**src/rtl/mips_pkg.sv**
```systemverilog
// Shared definitions for the instruction-memory boot loader.
//   loader_state_e  : loader FSM encoding
//   BYTES_PER_WORD  : stream bytes packed into one instruction word
//   WORD_ADDR_SHIFT : word index -> byte address shift
package mips_pkg;
  typedef enum logic [2:0] {
    HDR_HI,
    HDR_LO,
    DATA,
    CKSUM,
    DONE,
    ERR
  } loader_state_e;

  localparam int BYTES_PER_WORD  = 4;
  localparam int WORD_ADDR_SHIFT = 2;
endpackage

```
**src/rtl/imem_boot_loader_if.sv**
```systemverilog
// Boot loader bus: inbound byte stream (valid/ready) plus outbound
// instruction-memory write port.
//   master : host / memory side (drives stream, observes writes)
//   slave  : loader side (accepts stream, drives writes)
interface imem_boot_loader_if #(
  parameter int ADDR_W = 32
);
  logic              in_valid;
  logic [7:0]        in_data;
  logic              in_ready;
  logic              imem_we;
  logic [ADDR_W-1:0] imem_addr;
  logic [31:0]       imem_wdata;

  modport master (
    output in_valid, in_data,
    input  in_ready, imem_we, imem_addr, imem_wdata
  );

  modport slave (
    input  in_valid, in_data,
    output in_ready, imem_we, imem_addr, imem_wdata
  );
endinterface

```
**src/rtl/imem_boot_loader_word_packer.sv**
```systemverilog
// word_packer: big-endian byte-to-word packer.
//   clk, rst   : clock, async active-high reset
//   clr        : synchronous clear (load restart)
//   byte_vld   : byte accepted this cycle
//   byte_in    : accepted byte
//   last_byte  : next accepted byte completes a word
//   word_valid : one-cycle pulse, the cycle after the 4th byte
//   word       : completed word, held until the next one completes
module word_packer
  import mips_pkg::*;
(
  input  logic        clk,
  input  logic        rst,
  input  logic        clr,
  input  logic        byte_vld,
  input  logic [7:0]  byte_in,
  output logic        last_byte,
  output logic        word_valid,
  output logic [31:0] word
);
  logic [1:0]  byte_cnt;
  logic [23:0] sh;

  assign last_byte = (byte_cnt == 2'(BYTES_PER_WORD - 1));

  always_ff @(posedge clk or posedge rst) begin
    if (rst) begin
      byte_cnt   <= '0;
      sh         <= '0;
      word_valid <= 1'b0;
      word       <= '0;
    end else if (clr) begin
      byte_cnt   <= '0;
      sh         <= '0;
      word_valid <= 1'b0;
      word       <= '0;
    end else begin
      word_valid <= byte_vld & last_byte;
      if (byte_vld) begin
        byte_cnt <= byte_cnt + 2'd1;
        sh       <= {sh[15:0], byte_in};
        // Capture the full word separately so imem_wdata stays stable
        // while the next word's bytes shift in.
        if (last_byte) word <= {sh, byte_in};
      end
    end
  end
endmodule

```
**src/rtl/imem_boot_loader.sv**
```systemverilog
// imem_boot_loader: loads a byte-stream program image into instruction
// memory and holds the CPU pipeline in reset until the image is complete.
// Stream: COUNT[15:8], COUNT[7:0], then COUNT big-endian 32-bit words.
// Optional feature macro: BOOT_CHECKSUM_EN (trailing XOR byte over data).
//   clk, rst     : clock, async active-high reset
//   start        : restart a load from DONE or ERR
//   bus (slave)  : in_valid/in_data/in_ready stream, imem_we/addr/wdata writes
//   cpu_rst_hold : high until the image is loaded
//   done, error  : load status levels
module imem_boot_loader
  import mips_pkg::*;
#(
  parameter int DEPTH  = 256,
  parameter int ADDR_W = 32,
  parameter int CNT_W  = 16
) (
  input  logic               clk,
  input  logic               rst,
  input  logic               start,
  imem_boot_loader_if.slave  bus,
  output logic               cpu_rst_hold,
  output logic               done,
  output logic               error
);
  loader_state_e     state, state_nxt;
  logic [CNT_W-1:0]  count;
  logic [CNT_W-1:0]  word_idx;
  logic [CNT_W-1:0]  hdr_count;
  logic [ADDR_W-1:0] addr_q;
  logic              xfer, data_xfer, restart, last_word;
  logic              last_byte, word_valid;
  logic [31:0]       word;
`ifdef BOOT_CHECKSUM_EN
  logic [7:0]        cksum;
`endif

  assign bus.in_ready = ~rst & (state != DONE) & (state != ERR);
  assign xfer         = bus.in_valid & bus.in_ready;
  assign data_xfer    = xfer & (state == DATA);
  assign restart      = start & ((state == DONE) | (state == ERR));
  // Full header value as it will look once the low byte lands.
  assign hdr_count    = {count[CNT_W-1:8], bus.in_data};
  assign last_word    = ((word_idx + CNT_W'(1)) == count);

  word_packer u_packer (
    .clk        (clk),
    .rst        (rst),
    .clr        (restart),
    .byte_vld   (data_xfer),
    .byte_in    (bus.in_data),
    .last_byte  (last_byte),
    .word_valid (word_valid),
    .word       (word)
  );

  always_ff @(posedge clk or posedge rst) begin
    if (rst) state <= HDR_HI;
    else     state <= state_nxt;
  end

  always_comb begin
    state_nxt = state;
    case (state)
      HDR_HI: if (xfer) state_nxt = HDR_LO;
      HDR_LO: begin
        if (xfer) begin
          if (hdr_count == '0)                    state_nxt = DONE;
          else if (hdr_count > CNT_W'(DEPTH))     state_nxt = ERR;
          else                                    state_nxt = DATA;
        end
      end
      DATA: begin
        if (data_xfer && last_byte && last_word)
`ifdef BOOT_CHECKSUM_EN
          state_nxt = CKSUM;
`else
          state_nxt = DONE;
`endif
      end
      CKSUM: begin
`ifdef BOOT_CHECKSUM_EN
        if (xfer) state_nxt = (bus.in_data == cksum) ? DONE : ERR;
`else
        state_nxt = ERR;
`endif
      end
      DONE, ERR: if (start) state_nxt = HDR_HI;
      default:   state_nxt = ERR;
    endcase
  end

  always_ff @(posedge clk or posedge rst) begin
    if (rst) begin
      count    <= '0;
      word_idx <= '0;
      addr_q   <= '0;
`ifdef BOOT_CHECKSUM_EN
      cksum    <= '0;
`endif
    end else if (restart) begin
      count    <= '0;
      word_idx <= '0;
      addr_q   <= '0;
`ifdef BOOT_CHECKSUM_EN
      cksum    <= '0;
`endif
    end else if (xfer) begin
      case (state)
        HDR_HI: count <= CNT_W'(bus.in_data) << 8;
        HDR_LO: count <= hdr_count;
        DATA: begin
`ifdef BOOT_CHECKSUM_EN
          cksum <= cksum ^ bus.in_data;
`endif
          // Address registered alongside the packed word so both appear
          // with the write strobe.
          if (last_byte) begin
            addr_q   <= ADDR_W'(word_idx) << WORD_ADDR_SHIFT;
            word_idx <= word_idx + CNT_W'(1);
          end
        end
        default: ;
      endcase
    end
  end

  assign bus.imem_we    = word_valid;
  assign bus.imem_addr  = addr_q;
  assign bus.imem_wdata = word;

  // The FSM enters DONE together with the final write strobe; release the
  // pipeline only once that write has landed.
  assign done         = (state == DONE) & ~word_valid;
  assign error        = (state == ERR);
  assign cpu_rst_hold = ~done;
endmodule

```
**src/flat_wrapper.sv**
```systemverilog
// flat-port wrapper written by rule: the top's interface ports become plain ports
module imem_boot_loader_flat import mips_pkg::*;
#(
  parameter int DEPTH  = 256,
  parameter int ADDR_W = 32,
  parameter int CNT_W  = 16
)
  (clk, rst, start, cpu_rst_hold, done, error, bus_in_valid, bus_in_data, bus_in_ready, bus_imem_we, bus_imem_addr, bus_imem_wdata);
  imem_boot_loader_if #(.ADDR_W(ADDR_W)) bus_i ();
  input  logic clk;
  input  logic rst;
  input  logic start;
  output logic cpu_rst_hold;
  output logic done;
  output logic error;
  input wire logic [$bits(bus_i.in_valid)-1:0] bus_in_valid;
  input wire logic [$bits(bus_i.in_data)-1:0] bus_in_data;
  output wire logic [$bits(bus_i.in_ready)-1:0] bus_in_ready;
  output wire logic [$bits(bus_i.imem_we)-1:0] bus_imem_we;
  output wire logic [$bits(bus_i.imem_addr)-1:0] bus_imem_addr;
  output wire logic [$bits(bus_i.imem_wdata)-1:0] bus_imem_wdata;
  assign bus_i.in_valid = bus_in_valid;
  assign bus_i.in_data = bus_in_data;
  assign bus_in_ready = bus_i.in_ready;
  assign bus_imem_we = bus_i.imem_we;
  assign bus_imem_addr = bus_i.imem_addr;
  assign bus_imem_wdata = bus_i.imem_wdata;
  imem_boot_loader #(.DEPTH(DEPTH), .ADDR_W(ADDR_W), .CNT_W(CNT_W)) u_core (.clk(clk), .rst(rst), .start(start), .bus(bus_i), .cpu_rst_hold(cpu_rst_hold), .done(done), .error(error));
endmodule
```
**config.mk**
```make
export PLATFORM = sky130hd
export DESIGN_NAME = imem_boot_loader_flat
export DESIGN_NICKNAME = d
export VERILOG_FILES = /design/src/rtl/mips_pkg.sv /design/src/rtl/imem_boot_loader_if.sv /design/src/rtl/imem_boot_loader_word_packer.sv /design/src/rtl/imem_boot_loader.sv /design/src/flat_wrapper.sv
export SDC_FILE = /design/constraint.sdc
export NUM_CORES = 1
export LEC_CHECK = 0
export CAP_MARGIN = 5
export CORE_MARGIN = 2
export CORE_UTILIZATION = 63
export CTS_BUF_LIST = sky130_fd_sc_hd__clkbuf_4 sky130_fd_sc_hd__clkbuf_8
export DETAILED_ROUTE_END_ITERATION = 6
export DONT_BUFFER_PORTS = 1
export GPL_TIMING_DRIVEN = 0
export PLACE_DENSITY = 0.79
export SLEW_MARGIN = 40
export SYNTH_ARGS = -nofsm -noshare
export SYNTH_HDL_FRONTEND = slang
export SYNTH_SLANG_ARGS = --single-unit
```
**constraint.sdc**
```tcl
create_clock -name clk -period 10.8 [get_ports clk]
set_input_delay 1.62 -clock clk [delete_from_list [all_inputs] [get_ports clk]]
set_output_delay 1.62 -clock clk [all_outputs]
set_load 0.01 [all_outputs]
```
* Yosys cells after proc, flatten, opt, wreduce, memory -nomap -nowiden
Index checks and enable logic that the tools add are counted.
** Storage, ports and cells
- Output and inout bits :: 69
- Bits in registers :: 126
- Word-level logic and storage cells :: 78
- Bits of input ports :: 12
** Operators by class
- Muxes and demuxes :: 26
- Reduce and logical (&&, ||, !) cells :: 16
- Equal/unequal tests :: 13
- $lt $le $gt $ge :: 1
- $add $sub $neg :: 2
- Bitwise operators :: 11
** Operators with widths (number)
- 32-bit 2-to-1 mux :: 7
- 16-bit 2-to-1 mux :: 6
- 24-bit 2-to-1 mux :: 2
- 16-bit one-hot mux with 2 select lines :: 1
- 3-bit 2-to-1 mux :: 6
- 16-bit by 1-bit adder with 16-bit output (second input constant) :: 1
- 16-bit equality test :: 1
- 16-bit by 9-bit greater-than comparator with 1-bit output (second input constant) :: 1
- 16-bit zero test :: 1
- 3-bit one-hot mux with 4 select lines :: 1
- 2-bit nonzero test :: 5
- 1-bit AND :: 7
- 3-bit equality test (second input constant) :: 2
- 2-bit by 1-bit inequality test with 1-bit output (second input constant) :: 3
- 3-bit inequality test (second input constant) :: 2
- 3-bit AND reduction :: 2
- 2-bit 2-to-1 mux :: 2
- 2-bit inequality test (second input constant) :: 2
- 2-bit AND reduction :: 2
- 4-bit AND reduction :: 1
- 3-bit by 1-bit equality test with 1-bit output (second input constant) :: 1
- 3-bit by 2-bit equality test with 1-bit output (second input constant) :: 1
- 3-bit zero test :: 1
- 1-bit NOT :: 3
- 7 further kinds :: 8

* Depth between registers and ports, before layout
Gate-level depths: netlist of run 1.
- Depth in word-level cells :: 9
- Gate-level depth with buffers :: 9
- Depth with buffers taken out :: 8

* Cells and area by module
Synthesis of run 1 repeated with hierarchy kept, for this count alone.
** Unflattened totals
- Cells, all modules :: 587
- Area total of the unflattened synthesis :: 5689.2 um2
** Modules (own cells, without submodules)
- imem_boot_loader :: cells each 352, seq. area each 1276.2 um2, times used 1, area each 2951.6 um2
- word_packer :: cells each 235, seq. area each 1476.4 um2, times used 1, area each 2737.6 um2

* Worst setup path before layout of run 1
OpenSTA, ideal clock, no wires.
- Path kind :: input -> output
- From :: input rst
- To :: output bus_in_ready
- Path buffers :: 0
- Stages :: 1
- Setup slack :: 7391 ps
- Data required time :: 9180 ps
- Data arrival time :: 1789 ps
- Cell sequence :: nor2_1
** On the way
- Word-level cells in the longest chain between the ends :: 3
** Ends and longest elaborated chain
- start, declared :: line flat_wrapper.sv:11 : input logic rst;
- 1-bit NOT :: line imem_boot_loader.sv:37 : assign bus.in_ready = ~rst & (state != DONE) & (state != ERR);
- 1-bit AND (2 in series) :: line imem_boot_loader.sv:37
- end, declared :: line flat_wrapper.sv:18 : output wire logic [$bits(bus_i.in_ready)-1:0] bus_in_ready;
No other way between the ends.

* Worst setup path in the final report of run 1
Ends and elaborated chain as after synthesis.

==> results of run 1 <==
-- through the flow --
stage	instance area (um2)	setup slack, ns	hold slack (ns)
after CTS	5743	7.377	0.4838
after global placement	5504	5.299	0.4569
after global routing	5743	7.360	0.5188
final	5743	7.379	0.4807
after detailed placement	5544	7.236	0.4629
after floorplan	5373	6.278	0.4386
-- synthesized netlist by cell type, types with 2 or more instances --
cell type  number
nor2b_1         4
nand2_1       202
o211ai_1        3
buf_4          16
nor3b_1         2
xor2_1         11
dfrtp_1       110
a21oi_1        52
o21ai_1        43
inv_1           4
ha_1            2
a31oi_1         3
nand4_1         2
and3_1          5
or2_1           2
o21ai_0         3
nor3_1          2
mux2i_1         2
nor4_1          4
nor2_1         18
and2_1          6
nand3_1        38
a22oi_1         2
clkbuf_1       29
xnor2_1        11
and4_1          3
buf_1           5
o31ai_1         7
buf_2          10
-- worst min-delay path, stage by stage (launching register included) --
cell	delay (ns)
dfrtp_1	0.37
nand2_1	0.05
nand2_1	0.05
-- kinds of logic after synthesis --
kind of cell,count (synthesis),synth area share
DFF,110,0.5178
adders and majority gates,2,0.004706
muxes,2,0.003766
AOI/OAI and AO/OA,121,0.1259
and+or+nand+nor,298,0.2514
xor gates and xnor gates,22,0.03624
buffers and inverters,65,0.05954
other,1,0.0007054
-- worst min path at each step --
stage	cells after the start	start	endpoint	slack (ns)
6_report	2	u_core.u_packer.sh[22]$_DFFE_PP0P_	u_core.u_packer.word[30]$_DFFE_PP0P_	0.48
5_1_grt	2	u_core.u_packer.sh[16]$_DFFE_PP0P_	u_core.u_packer.word[24]$_DFFE_PP0P_	0.52
4_1_cts	2	u_core.u_packer.sh[22]$_DFFE_PP0P_	u_core.u_packer.word[30]$_DFFE_PP0P_	0.48
3_5_place_dp	2	u_core.u_packer.sh[22]$_DFFE_PP0P_	u_core.u_packer.word[30]$_DFFE_PP0P_	0.46
3_3_place_gp	2	u_core.u_packer.sh[22]$_DFFE_PP0P_	u_core.u_packer.word[30]$_DFFE_PP0P_	0.46
2_1_floorplan	2	u_core.u_packer.sh[16]$_DFFE_PP0P_	u_core.u_packer.word[24]$_DFFE_PP0P_	0.44
-- state kept, by name (all words and copies together) (netlist names) --
| register | count |
|---|---|
| u_core.state | 3 |
| u_core.u_packer.word | 32 |
| u_core.word_idx | 16 |
| u_core.count | 16 |
| u_core.u_packer.sh | 24 |
| u_core.u_packer.word_valid | 1 |
| u_core.bus.imem_addr | 16 |
| u_core.u_packer.byte_cnt | 2 |
-- report_power, final --
part	switching (uW)	total (uW)	internal, uW
logic	143	223	80.6
clock network	161	253	92.0
registers	31.6	475	444
total	335	952	616
-- per-layer routing --
| metal | global-route usage | share of wire | routed length, um |
|---|---|---|---|
| met5 | 0 | 0 | 0 |
| met4 | 0.1429 | 0.026 | 342 |
| met3 | 0.08144 | 0.069 | 916 |
| met2 | 0.5210 | 0.51 | 6759 |
| met1 | 0.3535 | 0.39 | 5197 |
-- area by class of cell --
cell class	count	area share
tap	105	0.02288
timing repair buffer	1	0.004793
inverter	5	0.004575
clock buffer	9	0.02157
clock inverter	7	0.01307
sequential	110	0.4793
multi-input combinational	461	0.4020
buffer	60	0.05185
-- cell usage in the layout (no fill, tap or decap), drive strengths merged, types with 5 or more instances in the layout --
cell type / count
conb: 16
and3: 5
buf: 32
and2: 6
nand2: 202
nor2: 18
a21oi: 52
o21ai: 46
xor2: 11
xnor2: 11
o31ai: 7
dfrtp: 110
clkbuf: 38
inv: 9
nand3: 39
==> impl_metrics.toml, run 1 <==
[outcome]
status = "finished, final reports clean"

[drt]
vias = 4443
dr.pass1.iters = 5
drt-total-wl_um = 13220
drcViolationCount = 0
avgViaCountPerCell = 5.861
initialDrtViolationCount = 221
wl_per_cell_um = 17.43
final_antenna_net_count = 0

[sta]
max_freq_ghz = 0.2923
setup_viol = 0
rsz0062_at_grt = "false"
max_slew.worst_pin.slew_ns = 0.6226
period_needed_ns = 3.421
relSlewSlack = 0.5850
finalHoldViolations = 0
fin_crit_sh = 0.3168
clock_skew_ns = 0.01170
drv_slew = 0
setup_tns_ns = 0

[critical_path]
path_max_fanout = 3
path_delay_family = "simple AND/OR/NAND/NOR gates"
ff2ff_setup_slack_ns = 8.30
cp-start-kind = "input port"
slowest_delay_ns = 0.18
crit_arrival_ns = 1.80
crit_chain = "nor2_1"
cp-end-kind = "output pin"
rr_startpoint = "u_core.word_idx[0]$_DFFE_PP0P_"
worst-path-buf-inv = 0
path_depth = 1
cp.required_ns = 9.18
worst_r2r_path_depth = 8
worstReg2RegEnd = "u_core.state[2]$_DFFE_PP0P_"
crit_type = "input port to output pin"
crit_end = "bus_in_ready"
crit_path_start = "rst"
slowest_stage = "nor2_1"

[placed_design]
dp_cells = 742
io_buffers = 0
dpl.hpwl_um = 9465
place.gp.congestion = 0.9017

[clocking]
clock_latency_ns = 0.39
cts_root_buf = "clkbuf_8"
clockBufferDepth = 2
h-tree-depth = 3
cts_inserted_buffers = 9
cts_resized = 0
path_clk_slew_ns = 0.11
cts_hold_buf = 0
clock-sinks = 110
cts_setup_buffers = 0
cts_tree = "built"

[yosys]
synth_flop_cell = "dfrtp_1"
synth_area_leaders = "dfrtp_1 52%, nand2_1 14%, a21oi_1 4.9%"
synth_edf_count = 0
async_flop_share = 1.000
synthCells = 621
yosysTopAreaCellShare = 0.5178
ys_seq_elements = 110
synth_top_area_cell = "dfrtp_1"
synthesis.area_um2 = 5316
syn_area_per_cell_um2 = 8.561
yosysSeqAreaShare = 0.5178
synthDistinctLibCells = 49
yosys_warnings = 0

[floorplanning]
core-area_um2 = 8217
die_width_um = 95.86
design.die.area_um2 = 9189
initial_core_util = 0.6470
die_h_um = 95.86
num_io_pins = 81
placementRows = 33

[final_layout]
nNetsFinal = 662
fin_util = 0.6989
seqCellArea_um2 = 2753
multi_input_area_um2 = 2308
area_growth_pct = 8.025
layout.cells.non_filler = 758
drive_gt1_frac = 0.07963
fillers = 680
diodes = 0

[global_route]
grt_overflow = 0
antenna_found_initial = 0
grt_first_pass_wirelength_um = 21030
track_usage = 0.3034
grt_max_degree = 59
first_global_vias = 4380

[flow_run]
timing.max_cap.violations = 0

[power]
p_leak_uw = 0.002746
ir_drop_uv = 95.02
p_per_area_nw_per_um2 = 165.7
total_power_uw = 951.5

[worst_hold_path]
hold_class = "register to register"
(Power assumes the default switching activity.)
==> inputs of run 2 (changes only) <==
--- a/config.mk
+++ b/config.mk
@@ -7,7 +7,7 @@
 export LEC_CHECK = 0
 export CAP_MARGIN = 5
 export CORE_MARGIN = 2
-export CORE_UTILIZATION = 63
+export CORE_UTILIZATION = 60
 export CTS_BUF_LIST = sky130_fd_sc_hd__clkbuf_4 sky130_fd_sc_hd__clkbuf_8
 export DETAILED_ROUTE_END_ITERATION = 6
 export DONT_BUFFER_PORTS = 1
==> constraint.sdc (replaced) <==
create_clock -name clk -period 3 [get_ports clk]
set_input_delay 0.45 -clock clk [delete_from_list [all_inputs] [get_ports clk]]
set_output_delay 0.45 -clock clk [all_outputs]
set_load 0.01 [all_outputs]
==> run 2 against run 1 <==
Net effect:
- global-route usage down 1.6 points
- first-iteration DRC count up 37%
- critical path depth up 7
- combinational power rose to 3.7 times the previous value
- sequential share of layout area down 0.77 points
- setup slack worse by 6.9 ns
- design area up 1.6%
- hold slack worse by 0.31 ns
- critical endpoint is now u_core.state[1]$_DFFE_PP0P_
- largest power group unchanged
==> impl_metrics.toml, run 2 (synthesis gave the netlist of run 1 again) <==
[sta]
relSlewSlack = 0.5416
max_freq_ghz = 0.4042
setup_tns_ns = 0
rsz0062_at_grt = "false"
period_needed_ns = 2.474
max_slew.worst_pin.slew_ns = 0.6876
drv_slew = 0
fin_crit_sh = 0.8247
clock_skew_ns = 0.01411
finalHoldViolations = 0
setup_viol = 0

[drt]
dr.pass1.iters = 7
vias = 4461
final_antenna_net_count = 0
drt-total-wl_um = 13040
avgViaCountPerCell = 5.831
initialDrtViolationCount = 303
wl_per_cell_um = 17.05
drcViolationCount = 0

[placed_design]
io_buffers = 0
dp_cells = 748
place.gp.congestion = 0.9192
dpl.hpwl_um = 9476

[power]
p_leak_uw = 0.002782
ir_drop_uv = 287.5
p_per_area_nw_per_um2 = 591.7

[critical_path]
cp-end-kind = "register"
cp-start-kind = "register"
crit_arrival_ns = 2.74
cp.required_ns = 3.27
ff2ff_setup_slack_ns = 0.53
crit_type = "register to register"
path_max_fanout = 10
worst_r2r_path_depth = 8

[global_route]
track_usage = 0.2876
first_global_vias = 4450
grt_max_degree = 27
antenna_found_initial = 0
grt_overflow = 0
grt_first_pass_wirelength_um = 21940

[floorplanning]
initial_core_util = 0.6156
die_h_um = 98.13
design.die.area_um2 = 9630
num_io_pins = 81
die_width_um = 98.13
core-area_um2 = 8636
placementRows = 34

[final_layout]
layout.cells.non_filler = 765
layout_commonest_cell = "nand2_1"
mostFrequentLayoutCells = "202 x nand2_1, 110 x dfrtp_1, 52 x a21oi_1, 43 x o21ai_1, 38 x nand3_1"
largest_reg_flops = 32
nNetsFinal = 666
drive_gt1_frac = 0.08371
diodes = 0
regMostFlops = "u_core.u_packer.word"
area_growth_pct = 9.791
reg_top3 = "u_core.u_packer.word (32), u_core.u_packer.sh (24)"
fillers = 696

[outcome]
status = "finished, final reports clean"

[clocking]
h-tree-depth = 3
clock_latency_ns = 0.39
cts_setup_buffers = 0
clock-sinks = 110
cts_tree = "built"
cts_resized = 0
clockBufferDepth = 2
path_clk_slew_ns = 0.11
cts_inserted_buffers = 9
cts_hold_buf = 1
cts_root_buf = "clkbuf_8"

[flow_run]
timing.max_cap.violations = 0

[worst_hold_path]
hold_class = "input port to register"
min_path_cells = 2
-- run 2: cell count changes in the layout (fill, tap and decap cells not counted), sizes merged --
cell,previous run,this run
dlygate4sd3,0,1
clkinv,2,6
buf,32,35
inv,9,5
-- run 2: worst paths after layout --
| path | startpoint | to |
|---|---|---|
| min | bus_in_data[5] | u_core.u_packer.word[5]$_DFFE_PP0P_ |
| max reg2reg | u_core.word_idx[0]$_DFFE_PP0P_ | u_core.state[1]$_DFFE_PP0P_ |
| max in group asynchronous | rst | u_core.u_packer.word[31]$_DFFE_PP0P_ |
| max | u_core.word_idx[0]$_DFFE_PP0P_ | u_core.state[1]$_DFFE_PP0P_ |
| min reg2reg | u_core.u_packer.sh[16]$_DFFE_PP0P_ | u_core.u_packer.word[24]$_DFFE_PP0P_ |
| min in group asynchronous | rst | u_core.count[11]$_DFFE_PP0P_ |
-- run 2: where the power goes --
group          internal, uW  switching [uW]  total, uW
Clock                   336             581        917
Sequential             1600             115       1710
Combinational           300             524        824
-- run 2: worst max-delay path, stage by stage (launching register included) --
cell and delay (ns):
dfrtp_1 0.49, ha_1 0.34, nand3_1 0.22, buf_2 0.25
nor2_1 0.19, o211ai_1 0.14, nor4_1 0.32, and4_1 0.31
o22ai_1 0.10
-- run 2: through the flow --
stage / power [uW] / util / hold slack (ns) / setup slack (ns) / cell area, um2
floorplan: 2331 / - / 0.4386 / 0.9377 / 5376
global placement: 2485 / 0.6382 / 0.4527 / 0.6218 / 5512
detailed placement: 2542 / 0.6498 / 0.4041 / 0.5824 / 5612
CTS: 3447 / 0.6759 / 0.1629 / 0.5435 / 5837
global route: 3623 / 0.6759 / 0.1522 / 0.3575 / 5837
finish: 3454 / 0.6759 / 0.1679 / 0.5259 / 5837
-- run 2: routing by layer --
layer | routed length [um] | share of wire | vias to the layer above | global-route usage
met5 | 0 | 0 | - | 0
met4 | 386 | 0.030 | 0 | 0.1180
met3 | 945 | 0.072 | 29 | 0.06371
met2 | 6514 | 0.50 | 185 | 0.4784
met1 | 5197 | 0.40 | 2144 | 0.3676
li1 | - | - | 2103 | -
-- run 2: cell type report --
| type | instances | area, um2 | area share |
|---|---|---|---|
| repair buffers | 5 | 105.1 | 0.01801 |
| flip-flops and latches | 110 | 2753 | 0.4716 |
| inverters | 5 | 22.52 | 0.003859 |
| plain buffers | 60 | 297.8 | 0.05102 |
| multi-input cells | 461 | 2308 | 0.3955 |
| well taps | 108 | 135.1 | 0.02315 |
| clock buffers | 9 | 123.9 | 0.02122 |
| clock inverters | 7 | 91.34 | 0.01565 |
